<file path="src/rtl/vga_plot_arbiter.sv">
// Round-robin arbiter sharing the single vga_adapter plot port among three drawer clients.
// A grant is held for a whole client transaction; a hold timer reclaims the port from a stuck client.
module vga_plot_arbiter #(
    parameter logic [23:0] HOLD_LIMIT = 24'd12_000_000,
    parameter int          CW         = 2
) (
    input  logic        clk,
    input  logic        resetn,
    input  logic [2:0]  req,
    input  logic [2:0]  plot,
    input  logic [23:0] x_bus,
    input  logic [20:0] y_bus,
    input  logic [8:0]  color_bus,
    output logic [2:0]  grant,
    output logic [7:0]  vga_x,
    output logic [6:0]  vga_y,
    output logic [2:0]  vga_color,
    output logic        vga_plot,
    output logic        busy,
    output logic        timeout_err
);

    typedef enum logic [1:0] {IDLE, GRANTED, RELEASE} state_t;

    state_t        state_q, state_d;
    logic [2:0]    grant_q, grant_d;
    logic [CW-1:0] last_q, last_d;
    logic [23:0]   hold_cnt_q, hold_cnt_d;
    logic [7:0]    vga_x_q, vga_x_d;
    logic [6:0]    vga_y_q, vga_y_d;
    logic [2:0]    vga_color_q, vga_color_d;
    logic          vga_plot_q, vga_plot_d;
    logic          timeout_err_q, timeout_err_d;

    logic [CW-1:0] owner, cand0, cand1, cand2, pick;
    logic          pick_vld;
    logic [7:0]    x_arr [3];
    logic [6:0]    y_arr [3];
    logic [2:0]    c_arr [3];

    function automatic logic [CW-1:0] next_idx(input logic [CW-1:0] v);
        return (v >= CW'(2)) ? '0 : v + CW'(1);
    endfunction

    always_comb begin
        for (int unsigned i = 0; i < 3; i++) begin
            x_arr[i] = x_bus[8*i +: 8];
            y_arr[i] = y_bus[7*i +: 7];
            c_arr[i] = color_bus[3*i +: 3];
        end
    end

    always_comb begin
        owner = '0;
        if (grant_q[1])
            owner = CW'(1);
        else if (grant_q[2])
            owner = CW'(2);
    end

    always_comb begin
        cand0    = next_idx(last_q);
        cand1    = next_idx(cand0);
        cand2    = next_idx(cand1);
        pick     = '0;
        pick_vld = 1'b0;
        if (req[cand0]) begin
            pick     = cand0;
            pick_vld = 1'b1;
        end else if (req[cand1]) begin
            pick     = cand1;
            pick_vld = 1'b1;
        end else if (req[cand2]) begin
            pick     = cand2;
            pick_vld = 1'b1;
        end
    end

    // grant stays asserted through RELEASE so owner is still known there;
    // it clears on leaving RELEASE, giving exactly one grant=0 cycle (IDLE) between owners.
    always_comb begin
        state_d       = state_q;
        grant_d       = grant_q;
        last_d        = last_q;
        hold_cnt_d    = hold_cnt_q;
        vga_x_d       = vga_x_q;
        vga_y_d       = vga_y_q;
        vga_color_d   = vga_color_q;
        vga_plot_d    = 1'b0;
        timeout_err_d = timeout_err_q;
        case (state_q)
            IDLE: begin
                if (pick_vld) begin
                    grant_d = 3'b001 << pick;
                    state_d = GRANTED;
                end
            end
            GRANTED: begin
                vga_x_d     = x_arr[owner];
                vga_y_d     = y_arr[owner];
                vga_color_d = c_arr[owner];
                vga_plot_d  = plot[owner] & req[owner];
                if (!req[owner]) begin
                    state_d = RELEASE;
                end else if (hold_cnt_q == HOLD_LIMIT - 24'd1) begin
                    state_d       = RELEASE;
                    timeout_err_d = 1'b1;
                end else begin
                    hold_cnt_d = hold_cnt_q + 24'd1;
                end
            end
            RELEASE: begin
                grant_d    = '0;
                last_d     = owner;
                hold_cnt_d = '0;
                state_d    = IDLE;
            end
            default: state_d = IDLE;
        endcase
    end

    always_ff @(posedge clk or negedge resetn) begin
        if (!resetn) begin
            state_q       <= IDLE;
            grant_q       <= '0;
            last_q        <= CW'(2);
            hold_cnt_q    <= '0;
            vga_x_q       <= '0;
            vga_y_q       <= '0;
            vga_color_q   <= '0;
            vga_plot_q    <= 1'b0;
            timeout_err_q <= 1'b0;
        end else begin
            state_q       <= state_d;
            grant_q       <= grant_d;
            last_q        <= last_d;
            hold_cnt_q    <= hold_cnt_d;
            vga_x_q       <= vga_x_d;
            vga_y_q       <= vga_y_d;
            vga_color_q   <= vga_color_d;
            vga_plot_q    <= vga_plot_d;
            timeout_err_q <= timeout_err_d;
        end
    end

    assign grant       = grant_q;
    assign vga_x       = vga_x_q;
    assign vga_y       = vga_y_q;
    assign vga_color   = vga_color_q;
    assign vga_plot    = vga_plot_q;
    assign busy        = (state_q != IDLE);
    assign timeout_err = timeout_err_q;

endmodule
</file>
<file path="config.mk">
export PLATFORM = sky130hd
export DESIGN_NAME = vga_plot_arbiter
export DESIGN_NICKNAME = d
export VERILOG_FILES = /design/src/rtl/vga_plot_arbiter.sv
export SDC_FILE = /design/constraint.sdc
export NUM_CORES = 1
export LEC_CHECK = 0
export BUFFER_PORTS_ARGS = -buffer_cell sky130_fd_sc_hd__clkbuf_2
export CAP_MARGIN = 10
export CORE_UTILIZATION = 50
export DETAILED_ROUTE_END_ITERATION = 6
export HOLD_SLACK_MARGIN = 0.03
export PLACE_DENSITY = 0.79
export SKIP_LAST_GASP = 1
export SLEW_MARGIN = 20
export SYNTH_ARGS = -nofsm -noshare
export SYNTH_HDL_FRONTEND = slang
export SYNTH_SLANG_ARGS = --single-unit
</file>
<file path="constraint.sdc">
create_clock -name clk -period 2.4 [get_ports clk]
set_input_delay 0.24 -clock clk [delete_from_list [all_inputs] [get_ports clk]]
set_output_delay 0.24 -clock clk [all_outputs]
set_load 0.05 [all_outputs]
</file>
==> impl_metrics.tcl, run 1 <==
set metrics [dict create \
    worstHoldPathType "input pin to flip-flop" \
    cap_violations 0 \
    place_hpwl_mm 5.17 \
    finish.net_count 471 \
    status "finished clean" \
    grt_use_total_pct 24.0 \
    cts_tree "built" \
    p_sw_uw 2070 \
    die_y_microns 79.6 \
    final_cells 477 \
    relSlewSlack_pct 66.0 \
    grt_pass1_vias 2530 \
    maxSlewViolCount 0 \
    powerDensity_nw_per_um2 1170 \
    path_class "flip-flop to flip-flop" \
    r2r-start "hold_cnt_q[0]" \
    worstPathMaxFanout 13 \
    ys_ff_latch 51 \
    final-hold-violation-count 0 \
    place.gp.congestion 0.852 \
    placed_area_sq_um 3490 \
    grt_overflow 0 \
    rsz0062_at_grt "no" \
    io_pins 86 \
    finalCriticalPeriod_ns 2.15 \
    pre_cts_ws_ns 0.208 \
    drive_gt1_share_pct 32.1 \
    antenna_found_initial 0 \
    most-common-layout-cells "clkbuf_2 (85), dfrtp_1 (50), o21ai_0 (49)" \
    synth_top_cell_by_area "dfrtp_1" \
    cts-root-buf "clkbuf_8" \
    crit_chain "ha_1 > and3_1 > nand2_1 > nor4_2 > a2bb2oi_2 > buf_4 > nor4b_2 > a211o_1" \
    drtIter0Drc 175 \
    tns_ns 0 \
    synth-edff-count 0 \
    num_rows 27 \
    power.leakage_uw 0.00166 \
    intPower_uw 2140 \
    ir_worst_vdd_mv 0.794 \
    finalSetupViolations 0 \
    die_area_sq_um 6330 \
    synthArstFlopShare_pct 100 \
    skew_ns 0.0110 \
    fmax_mhz 465 \
    clock_power_share_pct 11.2 \
    synth_top_area_share_pct 41.6 \
    synth.distinct_cells 49 \
    synth_warnings 0 \
    cts_setup_buffers 0 \
    min_from "plot[1]" \
    cts.path.max_buffers 2 \
    arrival_ns 2.35 \
    worstSetupStartpoint "hold_cnt_q[0]" \
    via_per_inst 5.74 \
    ys.flop_type "dfrtp_1" \
    vias 2740 \
    die_w_microns 79.6 \
    start_kind "flip-flop" \
    initial_core_util_pct 53.3 \
    worstMarginPinSlew_ns 0.505 \
    wl_per_cell_microns 14.5 \
    dp_cells 468 \
    grt_max_degree 35 \
    drt-total-wl_mm 6.92 \
    synthTopCellsByArea "dfrtp_1 (42%), o21ai_0 (8.1%), mux2_2 (7.5%)" \
    cts_buffers 5 \
    final_common_cell "clkbuf_2" \
    required_ns 2.59 \
    setup.worst_path.end_class "flip-flop" \
    insertion_delay_ns 0.30 \
    setup_ws_ns 0.249 \
    holdPathStages 3 \
    critPathSlowestCell "dfrtp_1" \
    cts_sinks 51 \
    syn_area_per_cell_sq_um 9.37 \
    grt_first_pass_wirelength_mm 11.7 \
    synth_seq_area_share_pct 42.5 \
    synthCells 321 \
    synthToLayoutAreaGrowth_pct 19.3 \
    fin_area_sq_um 3590 \
    dr.pass1.iters 4 \
    p_sw_share_pct 49.2 \
    ant_nets 0 \
    slowest_delay_ns 0.40 \
    period_share_pct 89.6 \
    drcViolationCount 0 \
    syn_area_sq_um 3010 \
    worstRegToRegCells 8 \
    cts.clk_slew.worst_paths_ns 0.09 \
    htree_levels 2 \
    diodes 0 \
    fin_util_pct 63.7 \
    p_comb_share_pct 58.1 \
    pwr-share-seq_pct 30.7 \
    io_buffers 85 \
    syn_nets 388 \
    core_region_area_sq_um 5640 \
]
==> power by group through the flow <==
| stage | Sequential [uW] | Clock, uW | Combinational (uW) |
|---|---|---|---|
| 3_5_place_dp | 1310 | 0 | 2450 |
| 6_report | 1290 | 473 | 2450 |
| 3_3_place_gp | 1290 | 0 | 2390 |
| 2_1_floorplan | 1880 | 0 | 1280 |
| 5_1_grt | 1340 | 527 | 2650 |
| 4_1_cts | 1300 | 487 | 2460 |
==> logic make-up after synthesis <==
logic type | share of synthesized area, %
buffers and inverters | 4.62
AO/OA/AOI/OAI | 18.7
flip-flops | 42.5
AND/OR/NAND/NOR | 18.0
adder cells (fa/ha/maj) | 2.08
multiplexers | 14.1
==> metrics by stage <==
stage | hold slack (ns) | total power (uW)
2_1_floorplan | -0.0556 | 3150
3_5_place_dp | 0.239 | 3760
6_report | 0.213 | 4220
5_1_grt | 0.213 | 4510
4_1_cts | 0.211 | 4240
3_3_place_gp | 0.233 | 3690
==> cell type report <==
cell class	instances	area, sq um
Multi-Input combinational cell	242	1600
Tap cell	72	90.1
Clock buffer	8	80.1
Sequential cell	51	1280
Fill cell	462	2050
Inverter	7	26.3
Timing Repair Buffer	97	518
==> path summary, 6_finish.rpt <==
kind	slack, ns	end
worst max-delay path	0.25	hold_cnt_q[23]
worst min-delay path	0.21	vga_plot
worst max register to register	0.25	hold_cnt_q[23]
worst min register to register	0.47	hold_cnt_q[18]
max in group asynchronous	1.33	vga_y[1]
min in group asynchronous	0.44	hold_cnt_q[17]
==> per-layer routing <==
| metal | GRT usage, % | up-vias | wire, microns |
|---|---|---|---|
| met2 | 39.6 | 74 | 3490 |
| met5 | 0 | - | 0 |
| li1 | - | 1333 | - |
| met1 | 30.3 | 1321 | 2960 |
| met4 | 9.82 | 0 | 150 |
| met3 | 5.14 | 12 | 327 |
==> repair_timing <==
action	4_1_cts	5_1_grt
endpoints found under the hold margin	18	0
hold buffers	1	0
setup endpoints to repair	0	1
gates resized for setup	0	1
==> synth_stat cells (3+ instances only) <==
| master | n |
|---|---|
| dfrtp_1 | 50 |
| o21ai_0 | 49 |
| nand2_1 | 41 |
| mux2_2 | 20 |
| mux2i_1 | 20 |
| a21oi_1 | 14 |
| o31ai_1 | 14 |
| nor2_1 | 13 |
| clkbuf_1 | 10 |
| and3_1 | 9 |
| nand3_1 | 9 |
| inv_1 | 7 |
| ha_1 | 5 |
| nand2b_1 | 5 |
| buf_4 | 4 |
| nor4_1 | 4 |
| o41ai_1 | 4 |
| a31oi_1 | 3 |
| nand4_1 | 3 |
| o21ai_1 | 3 |
==> registers in the layout, indices dropped and copies added, names as in the netlist, 2 cells and up <==
signal	count
vga_color	3
grant	3
vga_y	7
hold_cnt_q	24
vga_x	8
state_q	2
last_q	2
==> worst max-delay path, delay by kind of cell, from the launching register on <==
kind                       cells  cell delay, ns
AOI/OAI and AO/OA              2            0.45
adders and majority gates      1            0.21
buffers and inverters          1            0.21
DFF                            1            0.40
and+or+nand+nor                4            0.76
(Power assumes the default switching activity.)
==> run 2: changes to the inputs <==
--- a/config.mk
+++ b/config.mk
@@ -6,7 +6,7 @@
 export NUM_CORES = 1
 export LEC_CHECK = 0
 export BUFFER_PORTS_ARGS = -buffer_cell sky130_fd_sc_hd__clkbuf_2
-export CAP_MARGIN = 10
+export CAP_MARGIN = 5
 export CORE_UTILIZATION = 50
 export DETAILED_ROUTE_END_ITERATION = 6
 export HOLD_SLACK_MARGIN = 0.03
==> constraint.sdc (replaced) <==
create_clock -name clk -period 2.4 [get_ports clk]
set_input_delay 0.36 -clock clk [delete_from_list [all_inputs] [get_ports clk]]
set_output_delay 0.36 -clock clk [all_outputs]
set_load 0.05 [all_outputs]
==> run 2 against run 1 <==
Design area fell by 0.52%. Setup slack got worse by 0.055 ns. Register-to-register slack got worse by 0.06 ns. Fmax fell by 2.5%. Flip-flop and latch count did not move. Critical path type unchanged. Largest cell class unchanged.
==> impl_metrics.tcl, run 2 (same netlist as run 1, synthesis figures left out) <==
set metrics [dict create \
    status "finished clean" \
    timing.rr.end "hold_cnt_q[16]" \
    grt_pass1_vias 2715 \
    holdWs_ns 0.0937 \
    die_w_microns 79.6 \
    ir_worst_vdd_mv 0.718 \
    p_sw_share_pct 49.1 \
    place_hpwl_mm 5.15 \
    cts_sinks 51 \
    diodes 0 \
    total_power_uw 4200 \
    fill_cells 492 \
    start_kind "flip-flop" \
    via_per_inst 5.72 \
    drive_gt1_share_pct 31.6 \
    num_rows 27 \
    tns_ns 0 \
    dr.pass1.iters 4 \
    insertion_delay_ns 0.31 \
    p_comb_share_pct 57.6 \
    cts-root-buf "clkbuf_8" \
    ctsHoldBuffers 0 \
    finish.net_count 468 \
    maxSlewViolCount 0 \
    cap_violations 0 \
    clock_power_share_pct 11.4 \
    initial_core_util_pct 53.3 \
    vias 2710 \
    cts.path.max_buffers 2 \
    worstMarginPinSlew_ns 0.714 \
    dp_cells 466 \
    worstRegToRegCells 8 \
    finalCriticalPeriod_ns 2.21 \
    cts_resized 0 \
    io_pins 86 \
    relSlewSlack_pct 52.4 \
    final_common_cell "clkbuf_2" \
    p_sw_uw 2060 \
    cts_setup_buffers 0 \
    worstHoldPathType "input pin to async pin" \
    most-common-layout-cells "clkbuf_2 (85), dfrtp_1 (50), o21ai_0 (49)" \
    pwr-share-seq_pct 30.9 \
    grt_first_pass_wirelength_mm 11.8 \
    skew_ns 0.0123 \
    arrival_ns 2.40 \
    finalSetupViolations 0 \
    drt-total-wl_mm 6.91 \
    wl_per_cell_microns 14.6 \
    ant_nets 0 \
    rsz0062_at_grt "no" \
    drcViolationCount 0 \
    register_area_sq_um 1280 \
    final-hold-violation-count 0 \
    top_register "hold_cnt_q" \
    cts_tree "built" \
    worstPathMaxFanout 14 \
    crit_end "hold_cnt_q[16]" \
    antenna_found_initial 0 \
    htree_levels 2 \
    r2r-start "hold_cnt_q[0]" \
    required_ns 2.60 \
    fmax_mhz 453 \
    worstSetupStartpoint "hold_cnt_q[0]" \
    power.leakage_uw 0.00165 \
    io_buffers 85 \
    cts_buffers 5 \
    setup.worst_path.end_class "flip-flop" \
    cts.clk_slew.worst_paths_ns 0.09 \
    grt_use_total_pct 23.8 \
    die_area_sq_um 6330 \
    powerDensity_nw_per_um2 1170 \
    grt_max_degree 33 \
    largest_reg_flops 24 \
    core_region_area_sq_um 5640 \
    period_share_pct 91.9 \
    die_y_microns 79.6 \
    crit_chain "ha_1 > and3_1 > nand2_1 > nor4_1 > a2bb2oi_2 > or2_1 > buf_4 > o21ai_0" \
    intPower_uw 2140 \
    critPathSlowestCell "nor4_1" \
    path_class "flip-flop to flip-flop" \
    reg2reg_slack_ns 0.19 \
    slowest_delay_ns 0.42 \
    synthToLayoutAreaGrowth_pct 18.7 \
    multiInputGateArea_sq_um 1590 \
    grt_overflow 0 \
    final_cells 474 \
    fin_util_pct 63.3 \
    place.gp.congestion 0.848 \
    drtIter0Drc 170 \
]
-- run 2: cell types whose count changed in the layout (fill, tap and decap cells not counted), sizes merged --
cell | before | now
buf | 11 | 9
dlygate4sd3 | 1 | 0
-- run 2: metrics by stage --
step	instance area (sq um)	setup slack (ns)
6_report	3570	0.194
5_1_grt	3570	0.0218
4_1_cts	3570	0.216
3_5_place_dp	3490	0.229
3_3_place_gp	3490	0.324
2_1_floorplan	3010	0.251
-- run 2: power by group through the flow --
| stage | Combinational (uW) | Clock [uW] | Sequential [uW] |
|---|---|---|---|
| 4_1_cts | 2430 | 491 | 1300 |
| 3_5_place_dp | 2430 | 0 | 1320 |
| 5_1_grt | 2610 | 522 | 1340 |
| 6_report | 2420 | 479 | 1300 |
| 3_3_place_gp | 2390 | 0 | 1300 |
| 2_1_floorplan | 1280 | 0 | 1880 |
-- run 2: worst min-delay path by stage --
stage | endpoint | slack [ns] | cells after the start | start
after floorplan | grant[0] | 0.06 | 0 | resetn
after global placement | vga_x[2] | 0.44 | 1 | resetn
after detailed placement | vga_x[2] | 0.45 | 1 | resetn
after CTS | vga_x[2] | 0.11 | 1 | resetn
after global routing | vga_x[2] | 0.16 | 1 | resetn
final | vga_x[2] | 0.09 | 1 | resetn
-- run 2: area by class of cell --
type                    count  share of cell area [%]
clock buffers               8                    2.24
repair buffers             94                    14.2
well taps                  72                    2.52
multi-input cells         242                    44.6
flip-flops and latches     51                    35.8
inverters                   7                   0.736
-- run 2: worst max-delay path: cells and delay by family (launching register included) --
family | cells | cell delay, ns
and+or+nand+nor | 4 | 0.92
DFF | 1 | 0.41
AOI/OAI and AO/OA | 2 | 0.34
adders and majority gates | 1 | 0.22
buffers and inverters | 1 | 0.21
-- run 2: layer usage --
layer,global-route usage [%],vias to the layer above,share of wire (%)
met1,28.7,1299,44
met2,42.1,67,49
met5,0,-,0
met4,8.00,0,1.6
li1,-,1330,-
met3,4.69,14,4.7
